===== config.mk =====
export PLATFORM = sky130hd
export DESIGN_NAME = lsu
export DESIGN_NICKNAME = d
export VERILOG_FILES = /design/src/rtl/lsu_pkg.sv /design/src/rtl/lsu_align.sv /design/src/rtl/lsu.sv
export SDC_FILE = /design/constraint.sdc
export NUM_CORES = 1
export LEC_CHECK = 0
export CAP_MARGIN = 40
export CORE_MARGIN = 4
export CORE_UTILIZATION = 48
export CTS_CLUSTER_DIAMETER = 80
export DETAILED_ROUTE_END_ITERATION = 12
export PLACE_DENSITY_LB_ADDON = 0.08
export SETUP_SLACK_MARGIN = 0.5
export SLEW_MARGIN = 20
export SYNTH_ARGS = -nofsm -noshare
export SYNTH_HDL_FRONTEND = slang
export SYNTH_HIERARCHICAL = 1
export SYNTH_SLANG_ARGS = --single-unit

===== constraint.sdc =====
create_clock -name clk -period 2.45 [get_ports clk]
set_input_delay 0.49 -clock clk [delete_from_list [all_inputs] [get_ports clk]]
set_output_delay 0.49 -clock clk [all_outputs]
set_load 0.005 [all_outputs]

===== src/rtl/lsu_pkg.sv =====
`timescale 1ns/1ps
`default_nettype none
// ============================================================================
// Module : lsu_pkg
// Brief  : Shared types, funct3 encodings and decode helpers for the LSU.
// Rev    : 1.0
// ============================================================================
package lsu_pkg;

    typedef enum logic [1:0] {
        IDLE = 2'd0,
        REQ  = 2'd1,
        WAIT = 2'd2,
        RESP = 2'd3
    } state_e;

    typedef enum logic [1:0] {
        CAUSE_NONE     = 2'd0,
        CAUSE_MISALIGN = 2'd1,
        CAUSE_BUS      = 2'd2,
        CAUSE_ILLEGAL  = 2'd3
    } cause_e;

    localparam logic [2:0] F3_B   = 3'b000;
    localparam logic [2:0] F3_H   = 3'b001;
    localparam logic [2:0] F3_W   = 3'b010;
    localparam logic [2:0] F3_D   = 3'b011;
    localparam logic [2:0] F3_BU  = 3'b100;
    localparam logic [2:0] F3_HU  = 3'b101;
    localparam logic [2:0] F3_LWU = 3'b110;

    function automatic logic f3_illegal(input logic store, input logic [2:0] f3, input logic rv64);
        return (f3 == 3'b111) ||
               (!rv64 && ((f3 == F3_D) || (f3 == F3_LWU))) ||
               (store && (f3[2:1] == 2'b11));
    endfunction

    // size is log2 of the access width in bytes
    function automatic logic misaligned(input logic [1:0] size, input logic [2:0] lo);
        case (size)
            2'd1:    return lo[0];
            2'd2:    return lo[1:0] != 2'b00;
            2'd3:    return lo != 3'b000;
            default: return 1'b0;
        endcase
    endfunction

endpackage
`default_nettype wire


===== src/rtl/lsu_align.sv =====
`timescale 1ns/1ps
`default_nettype none
// ============================================================================
// Module : lsu_align
// Brief  : Byte-lane steering: store data/strobes and load extract/extend.
// Rev    : 1.0
// ============================================================================
module lsu_align
    import lsu_pkg::*;
#(
    parameter int XLEN   = 32,
    parameter int ADDR_W = 32
) (
    input  logic [ADDR_W-1:0] addr,
    input  logic [2:0]        funct3,
    input  logic [XLEN-1:0]   wdata,
    input  logic [XLEN-1:0]   rdata,
    output logic [ADDR_W-1:0] word_addr,
    output logic [XLEN-1:0]   lane_wdata,
    output logic [XLEN/8-1:0] be,
    output logic [XLEN-1:0]   load_data
);

    localparam int BE_W  = XLEN / 8;
    localparam int OFF_W = $clog2(BE_W);
    localparam int SH_W  = $clog2(XLEN);

    logic [OFF_W-1:0]       w_off;
    logic [SH_W-1:0]        w_lane_sh;
    logic [SH_W-1:0]        w_ext_sh;
    logic [BE_W-1:0]        w_be_base;
    logic [XLEN-1:0]        w_shifted;
    logic [XLEN-1:0]        w_left;
    logic signed [XLEN-1:0] w_sext;

    assign w_off      = addr[OFF_W-1:0];
    assign w_lane_sh  = {w_off, 3'b000};
    assign word_addr  = {addr[ADDR_W-1:OFF_W], {OFF_W{1'b0}}};
    assign lane_wdata = wdata << w_lane_sh;
    assign be         = w_be_base << w_off;
    assign w_shifted  = rdata >> w_lane_sh;

    // Extension: park the field at the MSB, then shift back arithmetically or logically
    always_comb begin
        w_be_base = '0;
        w_ext_sh  = '0;
        case (funct3[1:0])
            2'd0: begin w_be_base = BE_W'(8'h01); w_ext_sh = SH_W'(XLEN - 8);  end
            2'd1: begin w_be_base = BE_W'(8'h03); w_ext_sh = SH_W'(XLEN - 16); end
            2'd2: begin w_be_base = BE_W'(8'h0F); w_ext_sh = SH_W'(XLEN - 32); end
            default: begin w_be_base = BE_W'(8'hFF); w_ext_sh = '0; end
        endcase
    end

    assign w_left    = w_shifted << w_ext_sh;
    assign w_sext    = $signed(w_left) >>> w_ext_sh;
    assign load_data = funct3[2] ? (w_left >> w_ext_sh) : w_sext;

endmodule
`default_nettype wire


===== src/rtl/lsu.sv =====
`timescale 1ns/1ps
`default_nettype none
// ============================================================================
// Module : lsu
// Brief  : Single-outstanding load/store unit with req/gnt/rvalid memory port.
// Rev    : 1.0
// ============================================================================
module lsu
    import lsu_pkg::*;
#(
    parameter int XLEN    = 32,
    parameter int ADDR_W  = 32,
    parameter int TIMEOUT = 255
) (
    input  logic              clk,
    input  logic              rst_n,
    input  logic              flush,
    input  logic              req_valid,
    output logic              req_ready,
    input  logic              req_store,
    input  logic [2:0]        req_funct3,
    input  logic [ADDR_W-1:0] req_addr,
    input  logic [XLEN-1:0]   req_wdata,
    input  logic [4:0]        req_rd,
    output logic              rsp_valid,
    input  logic              rsp_ready,
    output logic [4:0]        rsp_rd,
    output logic [XLEN-1:0]   rsp_rdata,
    output logic              rsp_err,
    output logic [1:0]        rsp_cause,
    output logic              mem_req,
    output logic              mem_we,
    output logic [ADDR_W-1:0] mem_addr,
    output logic [XLEN-1:0]   mem_wdata,
    output logic [XLEN/8-1:0] mem_be,
    input  logic              mem_gnt,
    input  logic              mem_rvalid,
    input  logic [XLEN-1:0]   mem_rdata,
    input  logic              mem_err
);

    localparam int TO_W = (TIMEOUT > 1) ? $clog2(TIMEOUT) : 1;

    state_e            r_state;
    logic              r_store;
    logic [2:0]        r_funct3;
    logic [ADDR_W-1:0] r_addr;
    logic [XLEN-1:0]   r_wdata;
    logic [4:0]        r_rd;
    logic              r_drop;
    logic [TO_W-1:0]   r_cnt;
    logic [4:0]        r_rsp_rd;
    logic [XLEN-1:0]   r_rsp_rdata;
    logic              r_rsp_err;
    cause_e            r_rsp_cause;

    logic [ADDR_W-1:0] w_word_addr;
    logic [XLEN-1:0]   w_lane_wdata;
    logic [XLEN/8-1:0] w_be;
    logic [XLEN-1:0]   w_load_data;
    logic              w_accept;
    logic              w_illegal;
    logic              w_misaligned;
    logic              w_done;
    logic              w_timeout;
    logic              w_bus_err;

    lsu_align #(
        .XLEN   (XLEN),
        .ADDR_W (ADDR_W)
    ) u_align (
        .addr       (r_addr),
        .funct3     (r_funct3),
        .wdata      (r_wdata),
        .rdata      (mem_rdata),
        .word_addr  (w_word_addr),
        .lane_wdata (w_lane_wdata),
        .be         (w_be),
        .load_data  (w_load_data)
    );

    assign req_ready    = (r_state == IDLE) && !flush;
    assign rsp_valid    = (r_state == RESP);
    assign mem_req      = (r_state == REQ);
    assign mem_we       = mem_req && r_store;
    assign mem_addr     = mem_req ? w_word_addr  : '0;
    assign mem_wdata    = mem_req ? w_lane_wdata : '0;
    assign mem_be       = mem_req ? w_be         : '0;
    assign rsp_rd       = r_rsp_rd;
    assign rsp_rdata    = r_rsp_rdata;
    assign rsp_err      = r_rsp_err;
    assign rsp_cause    = r_rsp_cause;

    assign w_accept     = req_valid && req_ready;
    assign w_illegal    = f3_illegal(req_store, req_funct3, XLEN == 64);
    assign w_misaligned = misaligned(req_funct3[1:0], req_addr[2:0]);
    assign w_done       = mem_rvalid && (((r_state == REQ) && mem_gnt) || (r_state == WAIT));
    assign w_timeout    = (TIMEOUT != 0) && (r_cnt == TO_W'(TIMEOUT - 1));
    assign w_bus_err    = !w_done || mem_err;

    always_ff @(posedge clk or negedge rst_n) begin
        if (!rst_n) begin
            r_state     <= IDLE;
            r_store     <= 1'b0;
            r_funct3    <= '0;
            r_addr      <= '0;
            r_wdata     <= '0;
            r_rd        <= '0;
            r_drop      <= 1'b0;
            r_cnt       <= '0;
            r_rsp_rd    <= '0;
            r_rsp_rdata <= '0;
            r_rsp_err   <= 1'b0;
            r_rsp_cause <= CAUSE_NONE;
        end else begin
            case (r_state)
                IDLE: begin
                    if (w_accept) begin
                        r_store  <= req_store;
                        r_funct3 <= req_funct3;
                        r_addr   <= req_addr;
                        r_wdata  <= req_wdata;
                        r_rd     <= req_rd;
                        r_drop   <= 1'b0;
                        r_cnt    <= '0;
                        // Decode errors answer directly and never touch the bus
                        if (w_illegal || w_misaligned) begin
                            r_state     <= RESP;
                            r_rsp_rd    <= req_store ? 5'd0 : req_rd;
                            r_rsp_rdata <= '0;
                            r_rsp_err   <= 1'b1;
                            r_rsp_cause <= w_illegal ? CAUSE_ILLEGAL : CAUSE_MISALIGN;
                        end else begin
                            r_state <= REQ;
                        end
                    end
                end
                REQ, WAIT: begin
                    if ((r_state == REQ) && flush && !mem_gnt) begin
                        r_state <= IDLE;
                    end else if (w_done || w_timeout) begin
                        if (r_drop || flush) begin
                            r_state <= IDLE;
                        end else begin
                            r_state     <= RESP;
                            r_rsp_rd    <= r_store ? 5'd0 : r_rd;
                            r_rsp_err   <= w_bus_err;
                            r_rsp_cause <= w_bus_err ? CAUSE_BUS : CAUSE_NONE;
                            r_rsp_rdata <= (w_bus_err || r_store) ? '0 : w_load_data;
                        end
                    end else begin
                        r_cnt <= r_cnt + 1'b1;
                        if (flush) begin
                            r_drop <= 1'b1;
                        end
                        if ((r_state == REQ) && mem_gnt) begin
                            r_state <= WAIT;
                        end
                    end
                end
                RESP: begin
                    if (flush || rsp_ready) begin
                        r_state <= IDLE;
                    end
                end
                default: r_state <= IDLE;
            endcase
        end
    end

endmodule
`default_nettype wire

==> results of run 1 <==
per-stage QoR:
step	total power, W	cell area [um^2]	util (%)	setup WS [ns]
3_3_place_gp	0.00964	9710	65.8	0.0322
2_1_floorplan	0.00763	7440	-	0.431
3_5_place_dp	0.00981	9710	65.8	-0.0420
6_report	0.0179	12800	87.1	-0.102
4_1_cts	0.0146	11500	77.9	-0.0794
5_1_grt	0.0186	12800	87.1	-0.116
cell families (layout without fill, tap and decap cells):
group | count (synthesis) | count (layout) | share of synthesized area (%)
and+or+nand+nor | 200 | 200 | 14.8
muxes | 157 | 157 | 22.9
DFF | 124 | 124 | 42.2
buffers and inverters | 119 | 459 | 8.59
AOI/OAI and AO/OA | 103 | 104 | 10.2
adders and majority gates | 7 | 7 | 1.19
other | 1 | 2 | 0.0510
xor gates and xnor gates | 1 | 1 | 0.119
cell type report:
| type | instances | area (um^2) | area share, % |
|---|---|---|---|
| inverters | 40 | 155 | 1.21 |
| repair buffers | 387 | 4380 | 34.1 |
| clock buffers | 17 | 425 | 3.31 |
| clock inverters | 15 | 235 | 1.83 |
| flip-flops and latches | 124 | 3110 | 24.2 |
| well taps | 184 | 230 | 1.79 |
| multi-input cells | 471 | 4320 | 33.6 |
registers in the layout (all words and copies together), names as in the netlist:
name	flops
r_drop	1
rsp_err	1
r_wdata	32
r_cnt	8
rsp_rdata	32
rsp_cause	2
r_funct3	3
r_addr	32
r_rd	5
r_state	2
r_store	1
rsp_rd	5
critical path: stages (launching register included):
cell      delay [ns]
dfrtp_2         0.51
buf_12          0.18
buf_6           0.11
buf_6           0.11
buf_6           0.10
a211oi_2        0.23
a21oi_1         0.09
and2_1          0.18
buf_2           0.13
worst max path at each step:
stage	start	end	slack [ns]	depth (start not counted)
after global routing	r_state[1]	rsp_err	-0.12	13
after CTS	r_addr[0]	mem_wdata[24]	-0.08	6
after detailed placement	req_funct3[1]	rsp_rdata[27]	-0.04	8
after global placement	req_funct3[1]	rsp_rdata[9]	0.03	8
final	r_addr[1]	mem_wdata[29]	-0.10	8
after floorplan	r_state[1]	rsp_err	0.43	8
power breakdown:
group          internal (W)  leakage [nW]  total [W]  switching, W
clock network       0.00183         0.321    0.00287       0.00105
logic               0.00644          3.76     0.0112       0.00473
registers           0.00298          1.52    0.00385      0.000867
synth_stat cells, drive strengths merged, types with 2 or more instances:
library cell,n
a2111oi,2
a211oi,19
a21oi,32
a221oi,2
a22o,7
a22oi,2
and2,77
buf,64
clkbuf,15
dfrtp,124
ha,7
inv,40
mux2,83
mux2i,74
nand2,51
nand2b,8
nand3,4
nand3b,2
nor2,21
nor2b,23
o21ai,12
o22ai,9
o2bb2ai,8
or2,8
metal layers:
layer	global-route usage, %	share of wire, %	vias up
met5	0	0	-
met3	8.78	8.6	91
met4	8.63	3.5	0
li1	-	-	3069
met2	45.9	49	462
met1	34.9	38	3570
what timing repair did:
item	in CTS	in global routing
endpoints found under the setup margin	121	121
cloned	14	6
resized for setup	346	234
endpoints found under the hold margin	0	0
pin swaps	32	68
buffers inserted	55	67
==> results.yml, run 1 <==
run_status:
  status: "finished with violations"
  violations: "negative setup slack"
routing:
  drcViolationCount: 0
  post_drt_wl_per_cell_um: 23.9
  wl_um: 29600
  avgViaCountPerCell: 5.81
  ant_nets: 0
  firstDrtPassIters: 5
  drt-initial-drc-count: 855
  vias: 7192
timing:
  fmax_mhz: 392
  setup_ws_ns: -0.102
  setup_violations: 21
  maxSlewViolCount: 0
  fin_crit_sh_pct: 104
  whs_ns: 0.0484
  hold_viol: 0
  fin_setup_tns_ns: -0.805
  fin_worst_skew_ns: 0.00998
  worst_pin_slew_ns: 0.616
  rsz0062_at_grt: "true"
  min_period_ns: 2.55
  slew_headroom_pct: 58.8
logic_synthesis:
  synthCells: 712
  synth_warnings: 6
  yosys.area.top_type: "dfrtp_1"
  async_flop_share_pct: 100
  synth_flop_cell: "dfrtp_1"
  post-synth-top-area-fraction_pct: 42.2
  synth_area_mm2: 0.00736
  synthTopCellsByArea: "dfrtp_1 42%, mux2_2 11%, mux2i_1 10%"
  ys_seq_elements: 124
  synth_cell_types: 49
  synth_edf_count: 0
  seq_area_frac_synth_pct: 42.2
  avgSynthCellArea_um2: 10.3
layout:
  layoutNonFillerInstCount: 1238
  nets: 1161
  area_delta_synth_final_pct: 74.7
  final_common_cell: "clkdlybuf4s50_1"
  fill_cells: 689
  diodes: 0
  drive_gt1_share_pct: 46.4
  final_cell_mix: "151 x clkdlybuf4s50_1, 122 x dfrtp_1, 115 x buf_6"
placement:
  place_congestion: 0.886
  dpl.cell_count: 1064
  port_buffers: 222
  place_hpwl_um: 14300
worst_setup_path:
  required_ns: 1.96
  worstPathArrival_ns: 2.06
  r2r-end: "rsp_err"
  critPathMaxFanout: 6
  worstRegToRegCells: 13
  r2r_setup_slack_ns: -0.08
  crit_path_end_kind: "primary output"
  r2r-start: "r_state[1]"
  crit_type: "reg2out"
  cp-start-kind: "flop"
global_route:
  grtUsageTotal_pct: 27.7
  antenna_found_initial: 0
  overflow: 0
  grt_pass1_wl_um: 38500
  grt_pass1_vias: 7088
  grt_max_degree: 57
die:
  coreArea_mm2: 0.0148
  dieArea_mm2: 0.0174
  rows: 44
  die-height_um: 132
  start_util_pct: 49.9
  num_io_pins: 225
  die_w_um: 132
cts:
  numCtsBuffers: 17
  cts_tree: "built"
  clock_latency_ns: 0.42
  clk_path_buf_depth: 2
  cts-root-buf: "clkbuf_16"
  cts.clk_slew.worst_paths_ns: 0.06
  cts.sinks: 124
  cts_hold_buf: 0
  htree_levels: 4
power_and_ir_drop:
  vdd_drop_max_v: 0.000962
  powerDensity_mw_per_mm2: 1390
  p_leak_nw: 5.60
job:
  maxCapViolCount: 0
hold_path:
  hp-class: "in2async"
(Power assumes the default switching activity.)
==> run 2: changes to the inputs <==
--- a/config.mk
+++ b/config.mk
@@ -7,7 +7,7 @@
 export LEC_CHECK = 0
 export CAP_MARGIN = 40
 export CORE_MARGIN = 4
-export CORE_UTILIZATION = 48
+export CORE_UTILIZATION = 43
 export CTS_CLUSTER_DIAMETER = 80
 export DETAILED_ROUTE_END_ITERATION = 12
 export PLACE_DENSITY_LB_ADDON = 0.08
==> constraint.sdc (replaced) <==
create_clock -name clk -period 2.2 [get_ports clk]
set_input_delay 0.44 -clock clk [delete_from_list [all_inputs] [get_ports clk]]
set_output_delay 0.44 -clock clk [all_outputs]
set_load 0.005 [all_outputs]
==> run 2 against run 1 <==
  * The run still ends with negative setup slack left
  * Clock power is essentially flat
  * Worst hold slack better by 0.45 ns
  * Die area up 11%
  * Total power increased by 3.1%
==> results.yml, run 2 (synthesized netlist as in run 1, its figures left out) <==
layout:
  area_delta_synth_final_pct: 73.4
  nets: 1139
  drive_gt1_share_pct: 43.9
  diodes: 0
  layoutNonFillerInstCount: 1252
  final_util_pct: 76.4
  final_common_cell: "dfrtp_1"
  final_cell_mix: "121 x dfrtp_1, 111 x clkdlybuf4s50_1, 94 x buf_6"
worst_setup_path:
  r2r_setup_slack_ns: -0.16
  r2r-end: "rsp_rdata[15]"
  required_ns: 1.76
  crit_path_frequent_cell: "buf_6"
  critPathMaxFanout: 6
  worstPathArrival_ns: 1.93
  cp-start-kind: "flop"
  crit_type: "reg2out"
  r2r-start: "r_state[1]"
  cp_slowest_cell: "dfrtp_1"
  worstRegToRegCells: 11
  cp_slowest_stage_delay_ns: 0.38
  crit_path_end_kind: "primary output"
  path_cells: "inv_2 > buf_6 > ha_4 > buf_6 > buf_8 > buf_12 > buf_16 > and2_4 > buf_6"
routing:
  ant_nets: 0
  avgViaCountPerCell: 5.36
  post_drt_wl_per_cell_um: 21.4
  drcViolationCount: 0
  drt-initial-drc-count: 286
  wl_um: 26800
  firstDrtPassIters: 7
  vias: 6716
global_route:
  overflow: 0
  grt_pass1_vias: 6686
  antenna_found_initial: 0
  grt_max_degree: 71
  grt_pass1_wl_um: 36500
  grtUsageTotal_pct: 23.4
timing:
  hold_viol: 0
  min_period_ns: 2.37
  fin_setup_tns_ns: -6.24
  worst_pin_slew_ns: 0.612
  fmax_mhz: 421
  setup_ws_ns: -0.174
  rsz0062_at_grt: "true"
  slew_headroom_pct: 59.0
  fin_worst_skew_ns: 0.0109
  maxSlewViolCount: 0
  setup_violations: 79
  fin_crit_sh_pct: 108
job:
  maxCapViolCount: 0
die:
  coreArea_mm2: 0.0167
  die_w_um: 139
  start_util_pct: 44.0
  num_io_pins: 225
  die-height_um: 139
  rows: 47
  dieArea_mm2: 0.0193
cts:
  cts.clk_slew.worst_paths_ns: 0.06
  clk_path_buf_depth: 2
  htree_levels: 4
  numCtsBuffers: 17
  clock_latency_ns: 0.42
  cts_tree: "built"
  cts.sinks: 124
  cts-root-buf: "clkbuf_16"
hold_path:
  min_path_cells: 1
  min_delay_worst_endpoint: "r_wdata[30]"
  hp-start: "r_wdata[30]"
  hp-class: "reg2reg"
placement:
  dpl.cell_count: 1120
  port_buffers: 222
  place_congestion: 0.861
  place_hpwl_um: 15100
power_and_ir_drop:
  vdd_drop_max_v: 0.000794
  p_leak_nw: 5.86
  total_power_w: 0.0184
  powerDensity_mw_per_mm2: 1450
run_status:
  violations: "negative setup slack"
  status: "finished with violations"
==> run 2: cell type report <==
class / count / area, um^2
multi-input cells: 471 / 4450
inverters: 40 / 153
flip-flops and latches: 124 / 3110
repair buffers: 365 / 4170
clock buffers: 17 / 425
clock inverters: 15 / 175
well taps: 220 / 275
fillers: 1097 / 3950
==> run 2: per-layer routing <==
layer,share of wire [%],vias to the layer above,global-route usage [%],routed length [um]
li1,-,3031,-,-
met1,39,3329,29.1,10500
met2,51,299,40.1,13600
met3,6.9,57,6.86,1850
met4,3.0,0,5.87,812
met5,0,-,0,0
==> run 2: report_power, final <==
group	internal (W)	switching, W
clock	0.00171	0.00118
sequential	0.00332	0.000861
combinational	0.00660	0.00477
==> run 2: worst max path at each step <==
stage | startpoint | endpoint | slack [ns] | cells after the start
finish | r_state[1] | mem_wdata[9] | -0.17 | 9
global route | r_state[1] | mem_wdata[9] | -0.24 | 9
CTS | r_addr[1] | mem_wdata[16] | -0.13 | 6
detailed placement | req_funct3[1] | rsp_rdata[3] | -0.16 | 7
global placement | req_funct3[0] | rsp_err | -0.1 | 6
floorplan | r_state[1] | rsp_err | 0.18 | 8
==> run 2: worst max-delay path: cells and delay by family, from the launching register on <==
| family | cells | cell delay [ns] |
|---|---|---|
| buffers and inverters | 7 | 0.79 |
| and+or+nand+nor | 1 | 0.15 |
| DFF | 1 | 0.38 |
| adders and majority gates | 1 | 0.20 |
==> run 2: metrics by stage <==
| step | area [um^2] | hold WS (ns) | worst slack [ns] |
|---|---|---|---|
| 2_1_floorplan | 7490 | 0.144 | 0.182 |
| 3_3_place_gp | 9980 | 0.404 | -0.0963 |
| 3_5_place_dp | 9980 | 0.406 | -0.158 |
| 4_1_cts | 11300 | 0.498 | -0.129 |
| 5_1_grt | 12800 | 0.524 | -0.238 |
| 6_report | 12800 | 0.500 | -0.174 |
==> run 2: what timing repair did <==
item	in CTS	in global routing
setup endpoints to repair	161	190
buffers inserted	45	31
gates cloned	11	12
pin swaps	20	37
gates resized for setup	361	272
hold buffers	1	0
endpoints found under the hold margin	28	0
